File: src/rtl/ped_pkg.sv
// Shared light encodings, pedestrian state type and light helpers.
// Imported by the traffic light FSM and the pedestrian crossing block.
package ped_pkg;

  localparam logic [2:0] RED    = 3'b100;
  localparam logic [2:0] YELLOW = 3'b010;
  localparam logic [2:0] GREEN  = 3'b001;

  typedef enum logic [1:0] {
    IDLE,
    WAIT_RED,
    WALK,
    FLASH
  } ped_state_t;

  function automatic logic is_onehot3(
    input logic [2:0] v
  );
    return (v == 3'b001) ||
           (v == 3'b010) ||
           (v == 3'b100);
  endfunction

endpackage

File: src/rtl/ped_phase_timer.sv
// Loadable down-counter shared by the WALK and FLASH phases.
// Holds at zero; load has priority over counting.
module ped_phase_timer
  import ped_pkg::*;
#(
  parameter int CNT_W = 8
) (
  input  logic             clk,
  input  logic             reset,
  input  logic             load,
  input  logic [CNT_W-1:0] load_val,
  input  logic             en,
  output logic [CNT_W-1:0] cnt,
  output logic             zero
);

  always_ff @(posedge clk) begin
    if (reset) begin
      cnt <= '0;
    end else if (load) begin
      cnt <= load_val;
    end else if (en && (cnt != '0)) begin
      cnt <= cnt - 1'b1;
    end
  end

  assign zero = (cnt == '0);

endmodule

File: src/rtl/ped_crossing_ctrl.sv
// Pedestrian crossing controller driven by the one-hot traffic light.
// Optional walk extension is enabled by defining PED_WALK_EXTEND_EN.
module ped_crossing_ctrl
  import ped_pkg::*;
#(
  parameter int WALK_CYCLES  = 8,
  parameter int FLASH_CYCLES = 6,
  parameter int CNT_W        = 8
) (
  input  logic       clk,
  input  logic       reset,
  input  logic [2:0] light,
  input  logic       ped_req,
  output logic       walk,
  output logic       dont_walk,
  output logic       flash,
  output logic       req_pending,
  output logic       ped_served,
  output logic       conflict,
  output logic       err_illegal
);

  localparam logic [CNT_W-1:0] WALK_LD =
    CNT_W'(WALK_CYCLES - 1);
  localparam logic [CNT_W-1:0] FLASH_LD =
    CNT_W'(FLASH_CYCLES - 1);
  localparam logic [CNT_W-1:0] ONE = CNT_W'(1);

  ped_state_t       state;
  logic [2:0]       light_q;
  logic             blink;
  logic             pend;

  logic [CNT_W-1:0] cnt;
  logic             zero;
  logic             t_load;
  logic [CNT_W-1:0] t_val;
  logic             t_en;

  logic             red_edge;
  logic             green;
  logic             in_phase;
  logic             abort;
  logic             walk_done;
  logic             flash_done;
  logic             ext_hit;
  logic             next_pend;

  // Illegal encodings compare unequal to RED and GREEN by construction.
  assign red_edge   = (light == RED) && (light_q != RED);
  assign green      = (light == GREEN);
  assign in_phase   = (state == WALK) || (state == FLASH);
  assign flash_done = (state == FLASH) && zero;
  assign walk_done  = (state == WALK) && zero;
  // Last clearance cycle completes normally even if GREEN shows.
  assign abort      = in_phase && green && !flash_done;
  assign next_pend  = pend || ped_req;

`ifdef PED_WALK_EXTEND_EN
  localparam logic [CNT_W-1:0] HALF =
    CNT_W'(WALK_CYCLES / 2);
  logic ext_used;

  assign ext_hit = (state == WALK) && ped_req &&
                   !ext_used && (cnt < HALF);
`else
  assign ext_hit = 1'b0;
`endif

  always_comb begin
    t_load = 1'b0;
    t_val  = '0;
    t_en   = 1'b0;
    if (abort) begin
      t_load = 1'b1;
    end else if ((state == WAIT_RED) && red_edge) begin
      t_load = 1'b1;
      t_val  = WALK_LD;
    end else if (ext_hit) begin
      t_load = 1'b1;
      t_val  = WALK_LD;
    end else if (walk_done) begin
      t_load = 1'b1;
      t_val  = FLASH_LD;
    end else if (in_phase) begin
      t_en = 1'b1;
    end
  end

  ped_phase_timer #(
    .CNT_W(CNT_W)
  ) u_timer (
    .clk      (clk),
    .reset    (reset),
    .load     (t_load),
    .load_val (t_val),
    .en       (t_en),
    .cnt      (cnt),
    .zero     (zero)
  );

  always_ff @(posedge clk) begin
    if (reset) begin
      state       <= IDLE;
      light_q     <= RED;
      blink       <= 1'b0;
      pend        <= 1'b0;
      walk        <= 1'b0;
      dont_walk   <= 1'b1;
      flash       <= 1'b0;
      req_pending <= 1'b0;
      ped_served  <= 1'b0;
      conflict    <= 1'b0;
      err_illegal <= 1'b0;
`ifdef PED_WALK_EXTEND_EN
      ext_used    <= 1'b0;
`endif
    end else begin
      light_q    <= light;
      ped_served <= 1'b0;
      conflict   <= 1'b0;
      if (!is_onehot3(light)) begin
        err_illegal <= 1'b1;
      end

      if (abort) begin
        state       <= next_pend ? WAIT_RED : IDLE;
        req_pending <= next_pend;
        pend        <= 1'b0;
        walk        <= 1'b0;
        flash       <= 1'b0;
        dont_walk   <= 1'b1;
        blink       <= 1'b0;
        conflict    <= 1'b1;
      end else begin
        case (state)
          IDLE: begin
            if (ped_req) begin
              state       <= WAIT_RED;
              req_pending <= 1'b1;
            end
          end

          WAIT_RED: begin
            if (red_edge) begin
              state       <= WALK;
              walk        <= 1'b1;
              dont_walk   <= 1'b0;
              flash       <= 1'b0;
              req_pending <= 1'b0;
`ifdef PED_WALK_EXTEND_EN
              ext_used    <= 1'b0;
`endif
            end
          end

          WALK: begin
            if (ped_req && !ext_hit) begin
              pend        <= 1'b1;
              req_pending <= 1'b1;
            end
`ifdef PED_WALK_EXTEND_EN
            if (ext_hit) begin
              ext_used <= 1'b1;
            end
`endif
            if (walk_done && !ext_hit) begin
              state     <= FLASH;
              walk      <= 1'b0;
              flash     <= 1'b1;
              dont_walk <= 1'b1;
              blink     <= 1'b1;
              if (FLASH_CYCLES == 1) begin
                ped_served <= 1'b1;
              end
            end
          end

          FLASH: begin
            if (flash_done) begin
              state       <= next_pend ? WAIT_RED : IDLE;
              req_pending <= next_pend;
              pend        <= 1'b0;
              flash       <= 1'b0;
              dont_walk   <= 1'b1;
              blink       <= 1'b0;
            end else begin
              if (ped_req) begin
                pend        <= 1'b1;
                req_pending <= 1'b1;
              end
              blink     <= ~blink;
              dont_walk <= ~blink;
              // Registered pulse lands on the final clearance cycle.
              if (cnt == ONE) begin
                ped_served <= 1'b1;
              end
            end
          end

          default: begin
            state <= IDLE;
          end
        endcase
      end
    end
  end

endmodule

File: config.mk
export PLATFORM = sky130hd
export DESIGN_NAME = ped_crossing_ctrl
export DESIGN_NICKNAME = d
export VERILOG_FILES = /design/src/rtl/ped_pkg.sv /design/src/rtl/ped_phase_timer.sv /design/src/rtl/ped_crossing_ctrl.sv
export SDC_FILE = /design/constraint.sdc
export NUM_CORES = 1
export LEC_CHECK = 0
export BUFFER_PORTS_ARGS = -buffer_cell sky130_fd_sc_hd__buf_2
export CORE_MARGIN = 2
export CORE_UTILIZATION = 45
export DETAILED_ROUTE_END_ITERATION = 12
export SETUP_SLACK_MARGIN = 0.3
export SLEW_MARGIN = 20
export SYNTH_ARGS = -nofsm -noshare
export SYNTH_HDL_FRONTEND = slang
export SYNTH_SLANG_ARGS = --single-unit
export TNS_END_PERCENT = 5
File: constraint.sdc
create_clock -name clk -period 2.9 [get_ports clk]
set_input_delay 0.145 -clock clk [delete_from_list [all_inputs] [get_ports clk]]
set_output_delay 0.145 -clock clk [all_outputs]
set_load 0.005 [all_outputs]
==> Yosys cells after proc, flatten, opt, wreduce, memory -nomap -nowiden <==
Cells that the tools add are included.
{ "totals": {"input_bits": 6, "latchBits": 0, "output_inout_bits": 7, "ramBits": 0, "mem_bits_ro": 0, "memories": 0, "register_bits": 22} }
{ "classes": {"div_mod_pow": 0, "bitwise_logic": 2, "add_sub_neg": 1, "reduce_logical": 27, "shift": 0, "multipliers": 0, "n_eq_ne": 15, "mux": 39, "magnitude_cmp": 0} }
{ "ops": {"columns": ["op", "n"], "rows": [
  ["$mux 8", 3],
  ["$mux 1", 22],
  ["$ne 3x3->1 const B", 5],
  ["$mux 2", 5],
  ["$pmux 1 s3", 3],
  ["$eq 8x1->1 const B", 1],
  ["$logic_not 8->1", 1],
  ["$pmux 2 s4", 1],
  ["$reduce_and 4->1", 2],
  ["$reduce_bool 8->1", 1],
  ["$sub 8x1->8 const B", 1],
  ["$logic_and 1x1->1", 7],
  ["$mux 3", 2],
  ["$ne 2x2->1 const B", 3],
  ["$pmux 1 s2", 3],
  ["$reduce_and 3->1", 2],
  ["$reduce_bool 2->1", 3],
  ["$eq 2x2->1 const B", 2],
  ["$logic_or 1x1->1", 4],
  ["$reduce_or 2->1", 2],
  ["$reduce_or 4->1", 1],
  ["$eq 3x1->1 const B", 1],
  ["$eq 3x2->1 const B", 1],
  ["$eq 3x3->1 const B", 1],
  ["6 further kinds", 7]
]} }

==> Logic depth before layout (Yosys ltp) <==
{ "logic_depth": {"depth_word": 9, "depth_mapped": 8, "depth_no_buf": 6} }

==> Hierarchy <==
Synthesis repeated with hierarchy kept, for this count alone.
{ "hier_totals": {"cells_unflattened": 166, "area_unflattened_um2": 1395.1} }
{ "by_module_without_submodules": {"columns": ["mod", "seq_area_each_um2", "n_inst", "area_per_inst_um2", "cells_per_inst"], "rows": [
  ["ped_crossing_ctrl", 280.3, 1, 879.6, 107],
  ["ped_phase_timer", 160.2, 1, 515.5, 59]
]} }

==> Worst setup path before layout <==
OpenSTA, ideal clock, no wires.
{ "synth_path": {"path_type": "reg2reg", "start": "reg u_timer.cnt[0]", "end": "reg state[0]", "n_path_buf": 1, "synth_period_minus_slack_ns": 2.100, "required_ns": 2.776, "path_stages_with_launch": 8, "arrival_ns": 1.975, "path_slack_ns": 0.800, "cell_sequence": "dfxtp_1 inv_1 ha_1 or4b_1 buf_4 o311ai_4 mux2i_1 o211ai_2"} }
{ "synth_via": {"elab_chain_len": 6} }
{ "synth_rtl": {"columns": ["element", "line", "rtl"], "rows": [
  ["start, declared", "ped_phase_timer.sv:13", "output logic [CNT_W-1:0] cnt,"],
  ["start signal, assigned", "ped_phase_timer.sv:21", "cnt <= load_val;"],
  ["start signal, assigned", "ped_phase_timer.sv:23", "cnt <= cnt - 1'b1;"],
  ["$logic_not 8->1 *", "ped_phase_timer.sv:27", "assign zero = (cnt == '0);"],
  ["$logic_and 1x1->1", "ped_crossing_ctrl.sv:53", "assign flash_done = (state == FLASH) && zero;"],
  ["$logic_not 1->1", "ped_crossing_ctrl.sv:56", "assign abort = in_phase && green && !flash_done;"],
  ["$logic_and 1x1->1", "ped_crossing_ctrl.sv:56", null],
  ["$ne 3x3->1 (no line)", null, null],
  ["$reduce_and 4->1 (no line)", null, null],
  ["end signal, assigned", "ped_crossing_ctrl.sv:127", "state <= next_pend ? WAIT_RED : IDLE;"],
  ["end signal, assigned", "ped_crossing_ctrl.sv:181", "state <= next_pend ? WAIT_RED : IDLE;"],
  ["end, declared", "ped_crossing_ctrl.sv:29", "ped_state_t state;"]
]} }
Mark *: on every way between the ends. The rest lies on a longest branch, timed or not.
A chain may end at the register's enable or synchronous reset.

==> Worst setup path after layout <==
{ "layout_path": {"start": "reg u_timer.cnt[1]", "end": "reg req_pending"} }
{ "layout_via": {"elab_chain_len": 5} }
{ "layout_rtl": {"columns": ["element", "line", "rtl"], "rows": [
  ["$logic_not 8->1 *", "ped_phase_timer.sv:27", null],
  ["$logic_and 1x1->1 *", "ped_crossing_ctrl.sv:53", null],
  ["$mux 1 or $logic_not 1->1 (tied branches)", "ped_crossing_ctrl.sv:180, ped_crossing_ctrl.sv:56", null],
  ["$pmux 1 s3 or $logic_and 1x1->1 (tied branches)", "ped_crossing_ctrl.sv:136, ped_crossing_ctrl.sv:56", null],
  ["$mux 1 or $ne 3x3->1 (tied branches)", null, null],
  ["end signal, assigned", "ped_crossing_ctrl.sv:128", "req_pending <= next_pend;"],
  ["end signal, assigned", "ped_crossing_ctrl.sv:182", "req_pending <= next_pend;"],
  ["end, declared", "ped_crossing_ctrl.sv:17", "output logic req_pending,"]
]} }
Marks and branches as above.

==> metrics.txt <==
status=finished, final reports clean; Max Cap Violations=0; Arr. time, crit path=about 2600 ps; CTS Hold Bufs=0; RePlAce Congestion=roughly 0.90; Initial Util=a little under half; Synth Flop Type=dfxtp_1; Synth area leaders=dfxtp_1, ha_1, a21oi_1; Worst Hold Class=in2reg; register area=between 400 and 500 µm²; Crit path required time=~3100 ps; die area=3299 µm²; Clock transition at path regs=between 100 and 150 ps; CTS resizes=0; critical-path cell list=inv_1 -> ha_1 -> or4b_1 -> o311ai_4 -> nand2_4 -> o32ai_2; number of distinct library cells after synthesis=48; Synth area leader=dfxtp_1; # IOs=13; Worst Path Buf+Inv=1; Fillers=approximately 280; number of synthesized register bits=22; largest net degree at the start of global routing=14; PortBufs=12; crit-path max cell delay=roughly 620 ps; Worst slew margin=between 50% and 60%; vias in the first global route=approximately 1.1k; Worst-Skew Late Latency=310 ps; Seq/Total Area, Yosys=between 30% and 40%; yosys warns=0; Synth Area per Inst=between 8 and 9 µm²; Post-DRT Antenna Nets=0; Max VDD drop=474.4 µV; element type at the critical path end=flop; area grow syn2layout=10.71%; grt ovf=0; hold slack=between 60 and 70 ps; family with the most delay on the worst path=compound AO/OA/AOI/OAI gates; worst-margin pin slew=604.0 ps; diode count=0; PwrDens=just over 900 nW/µm²; Worst path slowest cell=or4b_1; WL final=2.802 mm; Die Y=around 57 µm; initial antenna violation count=0; nets=approximately 170; Final period util=roughly four fifths; Vias=1,105; mapped cell area=1285 µm²; H-tree depth=1; Die W=57.44 µm; DR iter-0 viols=33; fmax=roughly 420 MHz; first-pass GRT wire length=4.685 mm; Avg WL per Cell=approximately 15 µm; crit path kind=reg2reg; CTS max path bufs=2; TNS Setup=0 ps; EDFF count, synth=0; Worst Skew=6.804 ps; # setup viols final=0; Post-route DRC=0; RSZ-0062 raised after global routing=false; list of most frequent post-synthesis cells=dfxtp_1, nor2_1, a21oi_1; Inst Count DP=between 150 and 200; GRT Total Usage=around 18%; Final Slew Violations=0; total clock sinks=22; Core Rows=19; Core Area=approximately 2700 µm²; Non-Filler Instances=~190; most common cell in the netlist=dfxtp_1; Max FO, Critical Path=9; top-area cell type share of the netlist area=34.27%; setup bufs post-CTS=0; Syn Nets=about 160; endpoints failing hold=0; TritonCTS clock tree=built; drt pass-1 iters=4; critical path launch point type=flop; share of cells above drive strength 1=a little over a fifth; Post-Syn Instances=~150; Setup WS pre-CTS=just under 600 ps; post-route setup slack=526.7 ps; CTS buffer count=3; Final Util=52.04%; minimum clock period=roughly 2400 ps; Static Leakage=around 0.56 nW; fraction of registers with async set/reset=0%; CTS root buf=clkbuf_4; DP HPWL=around 2.2 mm; DR vias/cell=~5.8; area of the multi-input gates=between 700 and 800 µm²
[where the power goes]
| group | switching, mW | leakage [nW] | internal, mW |
|---|---|---|---|
| Clock | 0.0976 | 0.0279 | 0.140 |
| Sequential | 0.0532 | 0.180 | 0.363 |
| Combinational | 0.364 | 0.350 | 0.269 |
[final cells by class]
| cell class | instances | share of cell area, % |
|---|---|---|
| clock buffers | 3 | 1.583 |
| repair buffers | 14 | 5.277 |
| inverters | 10 | 2.639 |
| clock inverters | 1 | 2.111 |
| multi-input cells | 108 | 54.71 |
| flip-flops and latches | 22 | 30.96 |
| well taps | 31 | 2.726 |
[cells by family (layout without fill, tap and decap cells)]
group	after synthesis	after routing	share of synthesized area (%)
fa+ha+maj	7	7	6.816
compound gates	44	44	26.00
buf+inv	16	28	5.161
flops	22	22	34.27
xor+xnor	4	4	2.727
mux	3	3	2.532
simple gates	50	50	22.49
[flip-flops by register name, indices dropped and copies added, names as in the netlist]
register	flops
blink	1
conflict	1
dont_walk	1
err_illegal	1
flash	1
light_q	3
ped_served	1
pend	1
req_pending	1
state	2
u_timer.cnt	8
walk	1
[per-stage QoR]
| stage | area, µm² | power [mW] |
|---|---|---|
| 4_1_cts | 1423 | 1.296 |
| 3_5_place_dp | 1370 | 1.050 |
| 2_1_floorplan | 1285 | 0.8987 |
| 3_3_place_gp | 1370 | 1.038 |
| 5_1_grt | 1423 | 1.395 |
| 6_report | 1423 | 1.287 |
[metal layers]
metal	routed length, µm	vias to the layer above	global-route usage [%]
li1	-	554	-
met1	1326	526	24.58
met2	1353	21	29.22
met3	85	4	2.041
met4	36	0	7.973
met5	0	-	0
[cell usage in the layout (no fill, tap or decap), types with 2 or more instances in the layout]
cell and count:
o211ai_1 2, nor2_1 12, or3b_2 2, nor2b_1 3
dfxtp_1 22, ha_1 7, xor2_1 2, mux2_2 2
nand2b_1 2, clkbuf_4 3, or2_2 3, o21ai_0 6
inv_1 10, xnor2_1 2, a21boi_0 2, nor3_1 4
nand4_1 2, a31oi_1 2, nand3_1 5, a21oi_1 11
buf_4 2, buf_2 12, o31ai_1 3, a211oi_1 5
nor3b_1 3, nand2_1 6
[worst register-to-register path, stage by stage (launching register included)]
cell and delay [ps]:
dfxtp_1 360, inv_1 100, ha_1 180, or4b_1 620, o311ai_4 590, nand2_4 170
o32ai_2 280
[path summary, 6_finish.rpt]
kind             startpoint     endpoint  slack [ps]  depth (start not counted)
min                light[2]   light_q[2]          70                          2
max          u_timer.cnt[1]  req_pending         530                          6
max reg2reg  u_timer.cnt[1]  req_pending         530                          6
min reg2reg     err_illegal  err_illegal         460                          2
Power figures use the tool's default switching activity.
